[config.mk]
export PLATFORM = sky130hd
export DESIGN_NAME = player_shot_collision_detector
export DESIGN_NICKNAME = d
export VERILOG_FILES = /design/src/rtl/player_shot_collision_detector.sv
export SDC_FILE = /design/constraint.sdc
export NUM_CORES = 1
export LEC_CHECK = 0
export CAP_MARGIN = 20
export CORE_MARGIN = 5
export CORE_UTILIZATION = 30
export CTS_CLUSTER_SIZE = 25
export DETAILED_ROUTE_END_ITERATION = 16
export GPL_ROUTABILITY_DRIVEN = 0
export PLACE_DENSITY_LB_ADDON = 0.12
export REMOVE_ABC_BUFFERS = 1
export SYNTH_ARGS = -nofsm -noshare
export SYNTH_HDL_FRONTEND = slang
export SYNTH_SLANG_ARGS = --single-unit
[constraint.sdc]
create_clock -name clk -period 5.7 [get_ports clk]
set_input_delay 1.14 -clock clk [delete_from_list [all_inputs] [get_ports clk]]
set_output_delay 1.14 -clock clk [all_outputs]
set_load 0.01 [all_outputs]
[src/rtl/player_shot_collision_detector.sv]
// -----------------------------------------------------------------------------
// player_shot_collision_detector
//
// Per-frame collision arbiter for the player shot. During the raster scan it
// watches the shot drawing request against the alien, shield and top-border
// drawing requests. It latches the first overlap of the frame, together with
// its target kind, alien type and pixel coordinates. At the next frame
// boundary it publishes the result:
//   - a one-cycle fireCollision pulse, which kills the shot,
//   - alienHit / shieldHit, held for the frame,
//   - hitX / hitY, held until the next collision,
//   - a saturating 4-digit BCD score.
//
// Ports
//   clk            system clock (single domain)
//   resetN         asynchronous active-low reset
//   startOfFrame   one-cycle frame boundary strobe
//   pixelX/pixelY  current raster coordinates (11 bit)
//   newGame        one-cycle pulse: clear score and any pending hit
//   playerShotDR   shot drawing request (already gated by shot alive)
//   aliensDR       alien pixel at the raster position
//   alienType      alien type under the raster (valid with aliensDR)
//   shieldsDR      shield pixel at the raster position
//   topBorderDR    top border pixel at the raster position
//   fireCollision  one-cycle pulse: the shot collided in the previous frame
//   alienHit       last collision was an alien (held for the frame)
//   shieldHit      last collision was a shield (held for the frame)
//   hitX/hitY      coordinates of the first overlap pixel
//   score          BCD score, [15:12] is the most significant digit
// -----------------------------------------------------------------------------
module player_shot_collision_detector (
  input  logic        clk,
  input  logic        resetN,
  input  logic        startOfFrame,
  input  logic [10:0] pixelX,
  input  logic [10:0] pixelY,
  input  logic        newGame,
  input  logic        playerShotDR,
  input  logic        aliensDR,
  input  logic [1:0]  alienType,
  input  logic        shieldsDR,
  input  logic        topBorderDR,
  output logic        fireCollision,
  output logic        alienHit,
  output logic        shieldHit,
  output logic [10:0] hitX,
  output logic [10:0] hitY,
  output logic [15:0] score
);

  // LOCKED means a hit is pending for the current frame.
  typedef enum logic {
    SCAN   = 1'b0,
    LOCKED = 1'b1
  } state_t;

  typedef enum logic [1:0] {
    KIND_ALIEN  = 2'd0,
    KIND_SHIELD = 2'd1,
    KIND_BORDER = 2'd2
  } kind_t;

  // Point value of an alien type, as two BCD digits.
  function automatic logic [7:0] alien_points(input logic [1:0] t);
    logic [7:0] p;
    case (t)
      2'd0:    p = 8'h10;
      2'd1:    p = 8'h20;
      2'd2:    p = 8'h30;
      default: p = 8'h50;
    endcase
    return p;
  endfunction

  // Digit-serial BCD add with decimal carry from units through thousands.
  // A carry out of the thousands digit means the sum passed 9999, so the
  // result saturates there.
  function automatic logic [15:0] bcd_add_sat(input logic [15:0] a,
                                              input logic [7:0]  pts);
    logic [15:0] b;
    logic [15:0] r;
    logic [4:0]  s;
    logic        c;
    b = {8'h00, pts};
    r = 16'h0000;
    c = 1'b0;
    for (int i = 0; i < 4; i++) begin
      s = {1'b0, a[i*4 +: 4]} + {1'b0, b[i*4 +: 4]} + {4'b0000, c};
      if (s > 5'd9) begin
        s = s - 5'd10;
        c = 1'b1;
      end else begin
        c = 1'b0;
      end
      r[i*4 +: 4] = s[3:0];
    end
    if (c) begin
      r = 16'h9999;
    end
    return r;
  endfunction

  state_t      state_q,     state_d;
  kind_t       pend_kind_q, pend_kind_d;
  logic [1:0]  pend_type_q, pend_type_d;
  logic [10:0] pend_x_q,    pend_x_d;
  logic [10:0] pend_y_q,    pend_y_d;
  logic        fire_q,      fire_d;
  logic        alien_hit_q, alien_hit_d;
  logic        shield_hit_q, shield_hit_d;
  logic [10:0] hit_x_q,     hit_x_d;
  logic [10:0] hit_y_q,     hit_y_d;
  logic [15:0] score_q,     score_d;

  logic overlap;
  logic can_capture;

  assign overlap = playerShotDR & (aliensDR | shieldsDR | topBorderDR);

  always_comb begin
    state_d      = state_q;
    pend_kind_d  = pend_kind_q;
    pend_type_d  = pend_type_q;
    pend_x_d     = pend_x_q;
    pend_y_d     = pend_y_q;
    fire_d       = 1'b0;
    alien_hit_d  = alien_hit_q;
    shield_hit_d = shield_hit_q;
    hit_x_d      = hit_x_q;
    hit_y_d      = hit_y_q;
    score_d      = score_q;
    can_capture  = (state_q == SCAN);

    if (newGame) begin
      // newGame wins over any frame transfer or overlap on the same cycle.
      state_d      = SCAN;
      pend_kind_d  = KIND_ALIEN;
      pend_type_d  = 2'd0;
      alien_hit_d  = 1'b0;
      shield_hit_d = 1'b0;
      score_d      = 16'h0000;
      can_capture  = 1'b0;
    end else begin
      if (startOfFrame) begin
        if (state_q == LOCKED) begin
          fire_d       = 1'b1;
          alien_hit_d  = (pend_kind_q == KIND_ALIEN);
          shield_hit_d = (pend_kind_q == KIND_SHIELD);
          hit_x_d      = pend_x_q;
          hit_y_d      = pend_y_q;
          if (pend_kind_q == KIND_ALIEN) begin
            score_d = bcd_add_sat(score_q, alien_points(pend_type_q));
          end
        end else begin
          alien_hit_d  = 1'b0;
          shield_hit_d = 1'b0;
        end
        // The boundary cycle already belongs to the new frame, so an overlap
        // here is captured after the old hit has been handed off.
        state_d     = SCAN;
        can_capture = 1'b1;
      end

      if (can_capture && overlap) begin
        state_d     = LOCKED;
        pend_type_d = alienType;
        pend_x_d    = pixelX;
        pend_y_d    = pixelY;
        if (aliensDR) begin
          pend_kind_d = KIND_ALIEN;
        end else if (shieldsDR) begin
          pend_kind_d = KIND_SHIELD;
        end else begin
          pend_kind_d = KIND_BORDER;
        end
      end
    end
  end

  always_ff @(posedge clk or negedge resetN) begin
    if (!resetN) begin
      state_q      <= SCAN;
      pend_kind_q  <= KIND_ALIEN;
      pend_type_q  <= 2'd0;
      pend_x_q     <= 11'd0;
      pend_y_q     <= 11'd0;
      fire_q       <= 1'b0;
      alien_hit_q  <= 1'b0;
      shield_hit_q <= 1'b0;
      hit_x_q      <= 11'd0;
      hit_y_q      <= 11'd0;
      score_q      <= 16'h0000;
    end else begin
      state_q      <= state_d;
      pend_kind_q  <= pend_kind_d;
      pend_type_q  <= pend_type_d;
      pend_x_q     <= pend_x_d;
      pend_y_q     <= pend_y_d;
      fire_q       <= fire_d;
      alien_hit_q  <= alien_hit_d;
      shield_hit_q <= shield_hit_d;
      hit_x_q      <= hit_x_d;
      hit_y_q      <= hit_y_d;
      score_q      <= score_d;
    end
  end

  assign fireCollision = fire_q;
  assign alienHit      = alien_hit_q;
  assign shieldHit     = shield_hit_q;
  assign hitX          = hit_x_q;
  assign hitY          = hit_y_q;
  assign score         = score_q;

endmodule

==> impl_metrics.yaml, run 1 <==
run_status:
  status: "finished clean"
synth:
  ys_seq_area_frac: 0.516
  synth_flop_cell: "dfrtp_1"
  yosysTopAreaCell: "dfrtp_1"
  synthCells: 321
  ys_ff_latch: 68
  avgSynthCellArea_um2: 10.3
  synth-xor-area-share: 0.0133
  ys_async_sr_fraction: 1.00
  synth-edff-count: 0
  synth_compound_area_frac: 0.109
  synth_area_leaders: "dfrtp_1 (52%), nand2_1 (8.9%), mux2_2 (6.8%), ha_1 (4.9%), nor2_1 (2.3%)"
  synth_fa_ha_area_frac: 0.0615
  yosys_warnings: 0
  yosys.area_share.simple: 0.170
  synthDistinctLibCells: 52
  synth_top_area_frac: 0.516
  synth.area.mux_share: 0.0907
  netlist_area_mm2: 0.00330
  synth_top_family_by_area: "simple AND/OR/NAND/NOR gates"
timing:
  slew_viol_final: 0
  setup_viol: 0
  fin_crit_ns: 5.36
  worst_pin_slew_ns: 0.893
  fin_crit_sh: 0.941
  finalHoldViolations: 0
  relSlewSlack: 0.405
  fin_ws_ns: 0.339
  skew_ns: 0.0109
  worst_hold_slack_ns: 0.462
  max_freq_ghz: 0.187
die:
  core_area_mm2: 0.0108
  rows: 38
  ios: 73
  initial_utilization: 0.305
  die_h_um: 115
  dieArea_mm2: 0.0132
  die_w_um: 115
cells_and_area:
  post-route-util: 0.406
  num_antenna_cells: 0
  drive_gt1_frac: 0.143
  fill_cells: 1088
  area_delta_synth_final_pct: 32.8
  finalNetCount: 440
  layout.cells.non_filler: 538
worst_setup_path:
  max_stage_delay_ns: 0.49
  worstPathCellList: "inv_1, ha_1, inv_1, ha_1, a31oi_1, a41oi_1, fa_2, fa_2, nor2_1, a32oi_1, o221a_2, ha_1, ha_2, nand2b_1, a31oi_1, nor3_2, ha_1, ha_2, nand2b_1, a21o_1, o21ai_4, nand3_1, o221a_2"
  worstSetupEndpointType: "flip-flop"
  rrSetupSlack_ns: 0.34
  cp_slowest_cell: "fa_2"
  cp-start-kind: "flip-flop"
  worstPathRequired_ns: 5.93
  cp.arrival_ns: 5.60
  crit_path_max_fanout: 9
  crit_path_frequent_cell: "ha_1"
  critical_path_class: "reg2reg"
cts:
  clockBufferDepth: 2
  h-tree-depth: 3
  root_buffer: "clkbuf_8"
  clock_latency_ns: 0.34
  cts_made_buffers: 9
  cts_tree: "done"
  cts_hold_buf: 0
  cts_sinks: 68
  clkTransAtPathRegs_ns: 0.08
global_routing:
  grt_pass1_vias: 2571
  grt_pass1_wl_um: 12800
  grt_max_degree: 69
  grt_usage: 0.123
  antenna_found_initial: 0
  grt-ovfl-total: 0
placement:
  place_ws_ns: 0.000357
  dp_hpwl_um: 5320
  port-buffer-count: 72
  dpl.cell_count: 521
route:
  drtIter0Drc: 127
  wl_per_cell_um: 14.7
  first_pass_iters: 4
  vias_per_cell: 4.72
  vias: 2540
  finalWirelength_um: 7910
  drc: 0
  antenna_left: 0
power_and_ir_drop:
  total_power_mw: 1.23
  peakVddDrop_v: 0.000131
  p_leak_nw: 1.95
  p_per_area_mw_per_mm2: 282
job:
  drv_cap: 0
hold_path:
  hold_class: "reg2reg"
-- worst max-delay path: cells and delay by family, from the launching register on --
kind	cells	cell delay, ns
adder cells (fa/ha/maj)	8	2.41
AO/OA/AOI/OAI	8	1.35
AND/OR/NAND/NOR	5	0.91
flip-flops	1	0.41
buffers and inverters	2	0.17
-- metrics by stage --
step	instance area (um2)	TNS, ns
global route	4380	-0.0669
floorplan	3220	0
detailed placement	4160	0
global placement	4140	0
CTS	4340	0
finish	4380	0
-- power by group --
part / internal, mW / leakage (nW) / switching, mW
Sequential: 0.559 / 0.867 / 0.0428
Clock: 0.160 / 0.0860 / 0.206
Combinational: 0.154 / 0.996 / 0.114
Total: 0.873 / 1.95 / 0.362
-- layout by cell type, fill, tap and decap left out, types with 3 or more instances in the layout --
| cell type | synthesis | layout |
|---|---|---|
| mux2_2 | 20 | 20 |
| xnor2_1 | 5 | 5 |
| a21oi_1 | 8 | 7 |
| inv_1 | 14 | 14 |
| a31oi_1 | 5 | 5 |
| clkbuf_8 | 0 | 9 |
| nand2b_1 | 5 | 5 |
| nand3_1 | 5 | 5 |
| dfrtp_1 | 68 | 68 |
| o21ai_0 | 3 | 3 |
| buf_4 | 2 | 5 |
| nor2_1 | 20 | 20 |
| mux2_1 | 3 | 3 |
| a21o_1 | 4 | 4 |
| a211oi_1 | 5 | 5 |
| ha_1 | 13 | 11 |
| clkdlybuf4s50_1 | 0 | 71 |
| nand2_1 | 78 | 78 |
| mux2i_1 | 4 | 4 |
| nor3_1 | 5 | 4 |
-- registers in the layout, indices dropped and copies added, names as in the netlist --
register       flops
state_q            1
pend_y_q          11
pend_kind_q        2
pend_x_q          11
hitY              11
shieldHit          1
score             16
fireCollision      1
pend_type_q        2
hitX              11
alienHit           1
-- final timing paths --
path,cells past startpoint,to,startpoint
setup / recovery,23,score[3],score[1]
hold / removal,2,hitX[0],pend_x_q[0]
setup reg to reg,23,score[3],score[1]
hold reg to reg,2,hitX[0],pend_x_q[0]
max in group asynchronous,2,score[10],resetN
min in group asynchronous,2,pend_type_q[0],resetN
-- cell type report --
cell class              instances  area (um2)  area share
inverters                      14        52.6      0.0120
flip-flops and latches         68        1700       0.389
well taps                     140         175      0.0400
repair buffers                 78         768       0.176
clock inverters                 7        51.3      0.0117
multi-input cells             222        1500       0.344
clock buffers                   9         124      0.0283
-- synthesized netlist by cell type, drive strengths merged (4+ instances only) --
master,count
nand2b,5
a31oi,5
nor2,20
mux2i,4
buf,8
nand2,78
ha,13
mux2,23
a211oi,5
a21oi,9
clkbuf,9
a21o,4
nand3,5
xnor2,5
dfrtp,68
nor3,5
o21ai,6
inv,14
-- kinds of logic (layout without fill, tap and decap cells) --
kind of cell,count (synthesis),in the layout
AOI/OAI and AO/OA,48,48
xor gates and xnor gates,5,5
adders and majority gates,15,15
buffers and inverters,31,108
DFF,68,68
muxes,27,27
and+or+nand+nor,127,127
-- timing repair --
item / in CTS / in global routing
endpoints found under the setup margin: 1 / 11
cloned: 0 / 0
pin swaps: 0 / 1
gates resized for setup: 1 / 7
setup buffers: 0 / 1
-- routing by layer --
metal	wire [um]	global-route usage
met2	3820	0.200
met3	305	0.0311
met5	0	0
met1	3680	0.159
met4	101	0.0430
No activity file was read; power rests on OpenSTA's default activity.
==> run 2, diff against run 1 <==
--- a/config.mk
+++ b/config.mk
@@ -7,7 +7,7 @@
 export LEC_CHECK = 0
 export CAP_MARGIN = 20
 export CORE_MARGIN = 5
-export CORE_UTILIZATION = 30
+export CORE_UTILIZATION = 50
 export CTS_CLUSTER_SIZE = 25
 export DETAILED_ROUTE_END_ITERATION = 16
 export GPL_ROUTABILITY_DRIVEN = 0
==> impl_metrics.yaml, run 2 (synthesized netlist as in run 1, its figures left out) <==
global_routing:
  antenna_found_initial: 0
  grt_usage: 0.173
  grt_pass1_wl_um: 11700
  grt-ovfl-total: 0
  grt_max_degree: 69
  grt_pass1_vias: 2505
cts:
  cts_made_buffers: 9
  root_buffer: "clkbuf_8"
  cts_tree: "done"
  cts_sinks: 68
  clkTransAtPathRegs_ns: 0.07
  clockBufferDepth: 2
  h-tree-depth: 3
  clock_latency_ns: 0.33
die:
  core_area_mm2: 0.00639
  die_w_um: 91.2
  dieArea_mm2: 0.00832
  die_h_um: 91.2
  initial_utilization: 0.516
  ios: 73
  rows: 29
placement:
  dp_hpwl_um: 4890
  port-buffer-count: 72
power_and_ir_drop:
  total_power_mw: 1.34
  p_comb_frac: 0.200
  switching_share: 0.252
  peakVddDrop_v: 0.000209
  switchingPower_mw: 0.338
  p_leak_nw: 1.99
  seq_power_share: 0.448
  p_clk_frac: 0.353
  internal_power_mw: 1.00
  p_per_area_mw_per_mm2: 308
worst_setup_path:
  cp.arrival_ns: 5.63
  cp_top_family: "adder cells"
  cp_num_cells: 23
  cp-start-kind: "flip-flop"
  crit_path_max_fanout: 7
  critical_path_class: "reg2reg"
  worstPathCellList: "inv_1, ha_1, inv_1, ha_1, a31oi_1, a41oi_1, fa_1, fa_2, nor2_1, a32oi_1, o221a_2, ha_1, ha_2, nand2b_1, a31oi_1, nor3_2, ha_1, ha_1, nand2b_1, a2111o_1, o41ai_4, a21o_1, a21o_1"
  worstSetupEndpointType: "flip-flop"
  rr_worst_depth: 23
  crit_path_frequent_cell: "ha_1"
  cp_slowest_cell: "fa_2"
  crit_buf_inv: 2
  max_stage_delay_ns: 0.49
  worstPathRequired_ns: 5.97
cells_and_area:
  layout_common_cells: "nand2_1 (78), clkdlybuf4s50_1 (71), dfrtp_1 (68), nor2_1 (20), mux2_2 (20)"
  final_common_cell: "nand2_1"
  largest_register_ffs: 16
  area_delta_synth_final_pct: 32.3
  fill_cells: 504
  ff_latch_area_mm2: 0.00170
  drive_gt1_frac: 0.136
  multi_input_area_mm2: 0.00149
  finalNetCount: 440
  num_antenna_cells: 0
timing:
  tns_ns: 0
  grt_setup_unrepaired: "false"
  setup_viol: 0
  skew_ns: 0.00772
  fin_crit_sh: 0.940
  relSlewSlack: 0.373
  max_freq_ghz: 0.187
  finalHoldViolations: 0
  slew_viol_final: 0
  fin_crit_ns: 5.36
  worst_pin_slew_ns: 0.937
route:
  finalWirelength_um: 7080
  wl_per_cell_um: 14.9
  drtIter0Drc: 87
  first_pass_iters: 4
  vias: 2516
  antenna_left: 0
  drc: 0
  vias_per_cell: 5.30
hold_path:
  hold_class: "reg2reg"
  hold_depth: 2
run_status:
  status: "finished clean"
job:
  drv_cap: 0
## run 2: worst paths after layout
path                              from         to  slack [ns]
max                           score[1]  score[14]        0.34
min in group asynchronous       resetN   score[5]        0.99
max reg2reg                   score[1]  score[14]        0.34
min reg2reg                pend_x_q[0]    hitX[0]        0.46
min                        pend_x_q[0]    hitX[0]        0.46
max in group asynchronous       resetN  shieldHit        4.15
## run 2: metrics by stage
step,setup WS [ns],hold slack [ns],instance area (um2),utilization,cells
finish,0.340,0.463,4360,0.683,475
CTS,0.116,0.469,4290,0.671,471
floorplan,0.544,0.432,3220,-,304
detailed placement,0.143,0.450,4050,0.634,455
global placement,0.351,0.440,4050,0.634,455
global route,0.0163,0.489,4360,0.683,475
## run 2: repair_timing
action,CTS,global route
resized for setup,0,5
hold buffers,0,0
endpoints found under the setup margin,0,11
endpoints found under the hold margin,0,0
buffers inserted,0,3
## run 2: worst min-delay path, stage by stage, from the launching register on
cell and delay [ns]:
dfrtp_1 0.34, nand2_1 0.05, nand2_1 0.05
## run 2: area by class of cell
cell class                 instances  area share
clock buffer                      10      0.0293
clock inverter                     6      0.0255
inverter                          14      0.0120
multi-input combinational        222       0.342
sequential                        68       0.390
tap                               77      0.0221
timing repair buffer              78       0.179
## run 2: metal layers
| metal | routed length (um) | GRT usage | vias up |
|---|---|---|---|
| met5 | 0 | 0 | - |
| met4 | 77 | 0.0709 | 0 |
| met3 | 361 | 0.0413 | 7 |
| met2 | 3510 | 0.280 | 51 |
| met1 | 3130 | 0.222 | 1216 |
| li1 | - | - | 1242 |
## run 2: power groups by stage
stage,clock network (mW),registers (mW),logic (mW)
after global placement,0,0.609,0.262
after detailed placement,0,0.611,0.269
after floorplan,0,0.626,0.0977
after global routing,0.504,0.613,0.296
final,0.473,0.601,0.268
after CTS,0.486,0.602,0.270
